File: config.mk
export PLATFORM = sky130hd
export DESIGN_NAME = icebus_responder
export DESIGN_NICKNAME = d
export VERILOG_FILES = /design/src/rtl/icebus_responder.sv
export SDC_FILE = /design/constraint.sdc
export NUM_CORES = 1
export LEC_CHECK = 0
export CORE_UTILIZATION = 25
export DETAILED_ROUTE_END_ITERATION = 16
export PLACE_DENSITY = 0.48
export SETUP_SLACK_MARGIN = 0.5
export SYNTH_ARGS = -nofsm -noshare
export SYNTH_HDL_FRONTEND = slang
export SYNTH_SLANG_ARGS = --single-unit
export TNS_END_PERCENT = 50
File: constraint.sdc
create_clock -name clk -period 8.85 [get_ports clk]
set_clock_uncertainty 0.05 [all_clocks]
set_input_delay 1.3275 -clock clk [delete_from_list [all_inputs] [get_ports clk]]
set_output_delay 1.3275 -clock clk [all_outputs]
set_load 0.01 [all_outputs]
File: src/rtl/icebus_responder.sv
// icebus_responder
//   Motor-board end of the icebus serial link. Receives 8N1 command frames
//   (55 ID D0 D1 D2 D3 CHK), presents the commanded setpoint, and answers
//   frames addressed to DEVICE_ID with a status frame
//   (AA DEVICE_ID C0 C1 C2 C3 CHK) carrying the sampled current value.
//   The line is half duplex: tx_enable drives the RS-485 transceiver.
//
//   Build option: ICEBUS_CRC8_EN
//     undefined : CHK = XOR of ID and the four payload bytes
//     defined   : CHK = CRC-8 (poly 0x07, init 0x00, MSB first) over the
//                 same five bytes, accumulated bytewise
//
// Ports
//   clk             system clock
//   reset           asynchronous, active-high reset
//   rx              serial input (idle high, asynchronous to clk)
//   tx              serial output (idle high)
//   tx_enable       RS-485 driver enable
//   current_in      current value reported in the response
//   setpoint        last accepted setpoint
//   setpoint_valid  one-cycle pulse when setpoint updates
//   frame_error     one-cycle pulse on framing, checksum or timeout error

module icebus_responder #(
  parameter int         CLK_FREQ        = 50000000,
  parameter int         BAUD            = 1000000,
  parameter logic [7:0] DEVICE_ID       = 8'h01,
  parameter int         TURNAROUND_BITS = 2,
  parameter int         TIMEOUT_BITS    = 20
) (
  input  logic        clk,
  input  logic        reset,
  input  logic        rx,
  output logic        tx,
  output logic        tx_enable,
  input  logic [31:0] current_in,
  output logic [31:0] setpoint,
  output logic        setpoint_valid,
  output logic        frame_error
);

  // CLKS_PER_BIT must be >= 8 for the mid-bit sampling to be meaningful.
  localparam int CPB      = CLK_FREQ / BAUD;
  localparam int HALF     = CPB / 2;
  // tx_enable rises in the cycle after the CHK stop sample; the start bit
  // must begin TURNAROUND_BITS bit periods after that sample, hence the -1.
  localparam int TURN_CYC = (TURNAROUND_BITS * CPB > 1) ? TURNAROUND_BITS * CPB - 1 : 1;
  localparam int TMO_CYC  = TIMEOUT_BITS * CPB;
  localparam int BW       = $clog2(CPB + 1);
  localparam int TW       = $clog2(TMO_CYC + 1);
  localparam int CW       = $clog2(((TURN_CYC > CPB) ? TURN_CYC : CPB) + 1);

  typedef enum logic [1:0] {R_IDLE, R_START, R_DATA, R_STOP} rx_st_t;
  typedef enum logic [2:0] {P_SYNC, P_ID, P_D0, P_D1, P_D2, P_D3, P_CHK} p_st_t;
  typedef enum logic [1:0] {T_IDLE, T_TURN, T_SEND, T_REL} tx_st_t;

  // Checksum accumulator step, shared by the parser and the transmitter.
  function automatic logic [7:0] chk_upd(input logic [7:0] acc, input logic [7:0] b);
`ifdef ICEBUS_CRC8_EN
    logic [7:0] c;
    c = acc ^ b;
    for (int i = 0; i < 8; i++)
      c = c[7] ? ({c[6:0], 1'b0} ^ 8'h07) : {c[6:0], 1'b0};
    return c;
`else
    return acc ^ b;
`endif
  endfunction

  // ---------------------------------------------------------------------
  // rx synchroniser; third flop gives the falling-edge detector its history
  // ---------------------------------------------------------------------
  logic rx_s1, rx_s2, rx_s3;
  logic rx_fall;

  always_ff @(posedge clk or posedge reset) begin
    if (reset) {rx_s3, rx_s2, rx_s1} <= 3'b111;
    else       {rx_s3, rx_s2, rx_s1} <= {rx_s2, rx_s1, rx};
  end

  assign rx_fall = rx_s3 & ~rx_s2;

  // ---------------------------------------------------------------------
  // rx byte receiver
  // ---------------------------------------------------------------------
  rx_st_t          r_st;
  logic [BW-1:0]   r_cnt;
  logic [2:0]      r_bit;
  logic [7:0]      r_sh;
  logic [7:0]      rx_byte;
  logic            rx_done;   // good byte in rx_byte
  logic            rx_ferr;   // stop bit sampled low
  logic            rx_start;  // start bit confirmed at mid-bit

  always_ff @(posedge clk or posedge reset) begin
    if (reset) begin
      r_st     <= R_IDLE;
      r_cnt    <= '0;
      r_bit    <= '0;
      r_sh     <= '0;
      rx_byte  <= '0;
      rx_done  <= 1'b0;
      rx_ferr  <= 1'b0;
      rx_start <= 1'b0;
    end else begin
      rx_done  <= 1'b0;
      rx_ferr  <= 1'b0;
      rx_start <= 1'b0;
      unique case (r_st)
        R_IDLE: begin
          if (rx_fall) begin
            r_st  <= R_START;
            r_cnt <= '0;
          end
        end
        R_START: begin
          if (r_cnt == BW'(HALF - 1)) begin
            r_cnt <= '0;
            // A line that is high again at mid-start was a glitch.
            if (!rx_s2) begin
              r_st     <= R_DATA;
              r_bit    <= '0;
              rx_start <= 1'b1;
            end else begin
              r_st <= R_IDLE;
            end
          end else begin
            r_cnt <= r_cnt + 1'b1;
          end
        end
        R_DATA: begin
          if (r_cnt == BW'(CPB - 1)) begin
            r_cnt <= '0;
            r_sh  <= {rx_s2, r_sh[7:1]};
            r_bit <= r_bit + 3'd1;
            if (r_bit == 3'd7) r_st <= R_STOP;
          end else begin
            r_cnt <= r_cnt + 1'b1;
          end
        end
        R_STOP: begin
          if (r_cnt == BW'(CPB - 1)) begin
            r_cnt <= '0;
            r_st  <= R_IDLE;
            if (rx_s2) begin
              rx_done <= 1'b1;
              rx_byte <= r_sh;
            end else begin
              rx_ferr <= 1'b1;
            end
          end else begin
            r_cnt <= r_cnt + 1'b1;
          end
        end
        default: r_st <= R_IDLE;
      endcase
    end
  end

  // ---------------------------------------------------------------------
  // Command frame parser
  // ---------------------------------------------------------------------
  p_st_t         p_st;
  logic [7:0]    p_id;
  logic [31:0]   p_data;
  logic [7:0]    p_acc;
  logic [TW-1:0] tmo;
  logic          id_hit;
  logic          good_frame;
  logic          resp_go;
  tx_st_t        t_st;

  assign id_hit     = (p_id == DEVICE_ID) || (p_id == 8'hFF);
  assign good_frame = rx_done && (p_st == P_CHK) && id_hit && (rx_byte == p_acc);
  // Responses are never queued: a frame finishing while tx is busy is
  // still applied to setpoint but goes unanswered.
  assign resp_go    = good_frame && (p_id == DEVICE_ID) && (t_st == T_IDLE);

  always_ff @(posedge clk or posedge reset) begin
    if (reset) begin
      p_st           <= P_SYNC;
      p_id           <= '0;
      p_data         <= '0;
      p_acc          <= '0;
      tmo            <= '0;
      setpoint       <= '0;
      setpoint_valid <= 1'b0;
      frame_error    <= 1'b0;
    end else begin
      setpoint_valid <= 1'b0;
      frame_error    <= 1'b0;

      // Idle-gap timer, restarted by every confirmed start bit.
      if (p_st == P_SYNC || rx_start) tmo <= '0;
      else                            tmo <= tmo + 1'b1;

      if (rx_ferr) begin
        frame_error <= 1'b1;
        p_st        <= P_SYNC;
      end else if (rx_done) begin
        unique case (p_st)
          P_SYNC: if (rx_byte == 8'h55) p_st <= P_ID;
          P_ID: begin
            p_id  <= rx_byte;
            p_acc <= chk_upd(8'h00, rx_byte);
            p_st  <= P_D0;
          end
          P_D0: begin
            p_data[7:0] <= rx_byte;
            p_acc       <= chk_upd(p_acc, rx_byte);
            p_st        <= P_D1;
          end
          P_D1: begin
            p_data[15:8] <= rx_byte;
            p_acc        <= chk_upd(p_acc, rx_byte);
            p_st         <= P_D2;
          end
          P_D2: begin
            p_data[23:16] <= rx_byte;
            p_acc         <= chk_upd(p_acc, rx_byte);
            p_st          <= P_D3;
          end
          P_D3: begin
            p_data[31:24] <= rx_byte;
            p_acc         <= chk_upd(p_acc, rx_byte);
            p_st          <= P_CHK;
          end
          P_CHK: begin
            p_st <= P_SYNC;
            // Frames for other nodes are consumed silently.
            if (id_hit) begin
              if (rx_byte == p_acc) begin
                setpoint       <= p_data;
                setpoint_valid <= 1'b1;
              end else begin
                frame_error <= 1'b1;
              end
            end
          end
          default: p_st <= P_SYNC;
        endcase
      end else if (p_st != P_SYNC && !rx_start && tmo == TW'(TMO_CYC - 1)) begin
        frame_error <= 1'b1;
        p_st        <= P_SYNC;
      end
    end
  end

  // ---------------------------------------------------------------------
  // Response transmitter
  // ---------------------------------------------------------------------
  logic [CW-1:0] t_cnt;
  logic [3:0]    t_bit;     // 0 = start bit on the line, 9 = stop bit
  logic [8:0]    t_sh;      // remaining data bits followed by the stop bit
  logic [2:0]    t_idx;     // byte currently on the line
  logic [2:0]    nxt_idx;
  logic [7:0]    nxt_byte;
  logic [31:0]   t_cur;
  logic [7:0]    t_acc;

  assign nxt_idx = t_idx + 3'd1;

  always_comb begin
    nxt_byte = 8'hAA;
    unique case (nxt_idx)
      3'd1:    nxt_byte = DEVICE_ID;
      3'd2:    nxt_byte = t_cur[7:0];
      3'd3:    nxt_byte = t_cur[15:8];
      3'd4:    nxt_byte = t_cur[23:16];
      3'd5:    nxt_byte = t_cur[31:24];
      3'd6:    nxt_byte = t_acc;
      default: nxt_byte = 8'hAA;
    endcase
  end

  always_ff @(posedge clk or posedge reset) begin
    if (reset) begin
      t_st      <= T_IDLE;
      t_cnt     <= '0;
      t_bit     <= '0;
      t_sh      <= '1;
      t_idx     <= '0;
      t_cur     <= '0;
      t_acc     <= '0;
      tx        <= 1'b1;
      tx_enable <= 1'b0;
    end else begin
      unique case (t_st)
        T_IDLE: begin
          if (resp_go) begin
            t_st      <= T_TURN;
            tx_enable <= 1'b1;
            t_cnt     <= '0;
            t_cur     <= current_in;
            t_acc     <= '0;
            t_idx     <= '0;
          end
        end
        T_TURN: begin
          if (t_cnt == CW'(TURN_CYC - 1)) begin
            t_st  <= T_SEND;
            t_cnt <= '0;
            tx    <= 1'b0;
            t_sh  <= {1'b1, 8'hAA};
            t_bit <= '0;
          end else begin
            t_cnt <= t_cnt + 1'b1;
          end
        end
        T_SEND: begin
          if (t_cnt == CW'(CPB - 1)) begin
            t_cnt <= '0;
            if (t_bit != 4'd9) begin
              tx    <= t_sh[0];
              t_sh  <= {1'b1, t_sh[8:1]};
              t_bit <= t_bit + 4'd1;
            end else if (t_idx != 3'd6) begin
              // Next start bit follows the stop bit with no idle gap.
              t_idx <= nxt_idx;
              tx    <= 1'b0;
              t_sh  <= {1'b1, nxt_byte};
              t_bit <= '0;
              if (nxt_idx <= 3'd5) t_acc <= chk_upd(t_acc, nxt_byte);
            end else begin
              t_st <= T_REL;
            end
          end else begin
            t_cnt <= t_cnt + 1'b1;
          end
        end
        T_REL: begin
          if (t_cnt == CW'(CPB - 1)) begin
            t_cnt     <= '0;
            tx_enable <= 1'b0;
            t_st      <= T_IDLE;
          end else begin
            t_cnt <= t_cnt + 1'b1;
          end
        end
        default: t_st <= T_IDLE;
      endcase
    end
  end

endmodule

==> run metrics <==
placed instance area=10100 um2; Cell Rows=68; Finish-stage setup viols=0; crit path kind=flop to flop; Netlist cell types=71; post-route ant nets=0; CTS Buf Count=17; Post-CTS Hold Buffers=0; die area=36400 um2; Final min period=3.03 ns; Longest Clk Path Bufs=2; final hold vios=0; wl on met1=9670 um; Hold Crit Class=flop to flop; Final Max Slew Viols=0; residual DRC count=0; CP Launch Type=flop; Final Cycle Share=34.2%; core area=34800 um2; worst path cell trace=xor2_1 -> nor4_4 -> nand4_2 -> mux2_1; gr ovfl total=0; Post-Synthesis Net Count=789; Req. time, crit path=9.11 ns; DRT iter0 DRCs=316; Yosys top cell area share=51.1%; DR vias=5634; Nets=847; pwr/cell area=169 nW/um2; largest net degree at the start of global routing=118; synthesized area=8920 um2; Top Metal Used=met4; synthesized flop and latch total=194; Synth-to-Final Area Change=19.2%; leak pwr=4.74 nW; RSZ-0062 raised after global routing=no; final setup TNS=0 ns; Starting Density=25.6%; die height=191 um; Die X=191 um; list of most frequent post-synthesis cells=dfrtp_1 (182), mux2_2 (92), nand2_1 (60); CTS sink cnt=194; Max Fclk=330 MHz; routed length on met3=597 um; I/O pins=71; worst hold slack=0.308 ns; EDFF count, synth=0; Worst setup EP type=flop; vias in the first global route=5787; CTS resizes=0; TritonCTS clock tree=done; routed vias/inst=4.47; layout cells sized above 1=18.9%; Post-synth top flop=dfrtp_1; # fillers=3553; arrival time of the worst setup path=3.29 ns; most numerous cell in the Yosys netlist=dfrtp_1; Synthesis Warnings=0; DR pass1 iterations=4; later-pin clock latency in the skew report=0.44 ns; maximum VDD drop=0.136 mV; # port buffers=70; sequential element share of the synthesized area=54.6%; status=completed; met2 wire length=8870 um; Worst path slowest cell=nand4_2; worst-margin pin slew=1.19 ns; global placer's final weighted congestion=0.722; HPWL Detailed=12600 um; maximum net fanout on the critical path=33; fin area=10600 um2; Post-CTS Setup Bufs=0; clk slew on worst S/H paths=0.07 ns; Detailed Route WL=19400 um; max incr delay on CP=0.97 ns; top cell type by total area after synthesis=dfrtp_1; gate count of the mapped netlist=733; Root Buffer=clkbuf_16; ANT cells=0; Post-Syn Area per Cell=12.2 um2; Post-synth ARST share=100%; Max Cap Violations=0; initial antenna violation count=0; Slew headroom=20.7%; top post-synthesis cells by area=dfrtp_1 (51%), mux2_2 (12%), mux2_1 (4.3%); average wire per standard cell=15.4 um; total global-route track usage=11.1%; global-route wire length before repair=31800 um; H-tree Lvls=4
-- metrics by stage --
stage	total power, mW	std cells	worst slack, ns	util [%]
after global placement	1.05	1227	5.15	28.9
after CTS	1.82	1259	5.67	30.5
after detailed placement	1.05	1227	5.17	28.9
after global routing	1.87	1259	5.43	30.5
after floorplan	1.01	733	2.21	-
final	1.79	1259	5.82	30.5
-- state kept, by name (all words and copies together) (netlist names), 2 cells and up, named ones only --
| signal | cells |
|---|---|
| p_data | 32 |
| setpoint | 32 |
| t_cur | 32 |
| tmo | 10 |
| p_acc | 8 |
| p_id | 8 |
| r_sh | 8 |
| rx_byte | 8 |
| t_acc | 8 |
| t_sh | 8 |
| t_cnt | 7 |
| r_cnt | 6 |
| t_bit | 4 |
| p_st | 3 |
| r_bit | 3 |
| t_idx | 3 |
| t_st | 2 |
-- kinds of logic after synthesis --
kind of cell | share of synthesized area (%)
adder cells (fa/ha/maj) | 2.95
XOR/XNOR | 2.74
AND/OR/NAND/NOR | 11.2
multiplexers | 17.4
buffers and inverters | 2.88
flip-flops | 54.6
AO/OA/AOI/OAI | 8.33
-- placed cells by master, fill, tap and decap left out, drive strengths merged, types with 6 or more instances in the layout --
cell / n
a21oi: 8
and3: 9
clkbuf: 20
clkdlybuf4s50: 70
dfrtp: 182
dfstp: 12
ha: 21
inv: 31
mux2: 126
mux2i: 13
nand2: 61
nand2b: 9
nand3: 19
nand4: 8
nor2: 33
nor3: 11
o21ai: 39
o41ai: 6
xnor2: 7
xor2: 20
-- per-layer routing --
metal	track usage (%)	vias to the layer above
met3	2.50	16
met4	2.98	0
met1	15.4	2813
met5	0	-
met2	17.3	72
li1	-	2733
-- final timing paths --
kind,from,cells after the start,end,slack (ns)
setup / recovery,rx_byte[5]$_DFFE_PP0P_,4,t_cur[31]$_DFFE_PP0P_,5.82
hold / removal,rx_s1$_DFF_PP1_,0,rx_s2$_DFF_PP1_,0.31
setup reg to reg,rx_byte[5]$_DFFE_PP0P_,4,t_cur[31]$_DFFE_PP0P_,5.82
hold reg to reg,rx_s1$_DFF_PP1_,0,rx_s2$_DFF_PP1_,0.31
max in group asynchronous,reset,3,r_bit[0]$_DFFE_PP0P_,5.85
min in group asynchronous,reset,2,frame_error$_DFF_PP0_,1.41
-- worst max-delay path, delay by kind of cell (launching register included) --
family | cells | cell delay (ns)
and+or+nand+nor | 2 | 1.37
muxes | 1 | 0.68
DFF | 1 | 0.53
xor gates and xnor gates | 1 | 0.25
-- where the power goes --
group          leakage [nW]  internal (mW)  switching [mW]
clock                 0.277          0.387           0.375
sequential             2.59          0.906          0.0208
combinational          1.87         0.0460          0.0567
-- cell type report --
| class | instances | area (um2) | share of cell area, % |
|---|---|---|---|
| clock inverter | 12 | 111 | 1.05 |
| inverter | 24 | 97.6 | 0.918 |
| sequential | 194 | 4870 | 45.8 |
| timing repair buffer | 74 | 731 | 6.87 |
| multi-input combinational | 480 | 3790 | 35.7 |
| clock buffer | 20 | 457 | 4.30 |
| tap | 455 | 569 | 5.36 |
No activity file was read; power rests on OpenSTA's default activity.
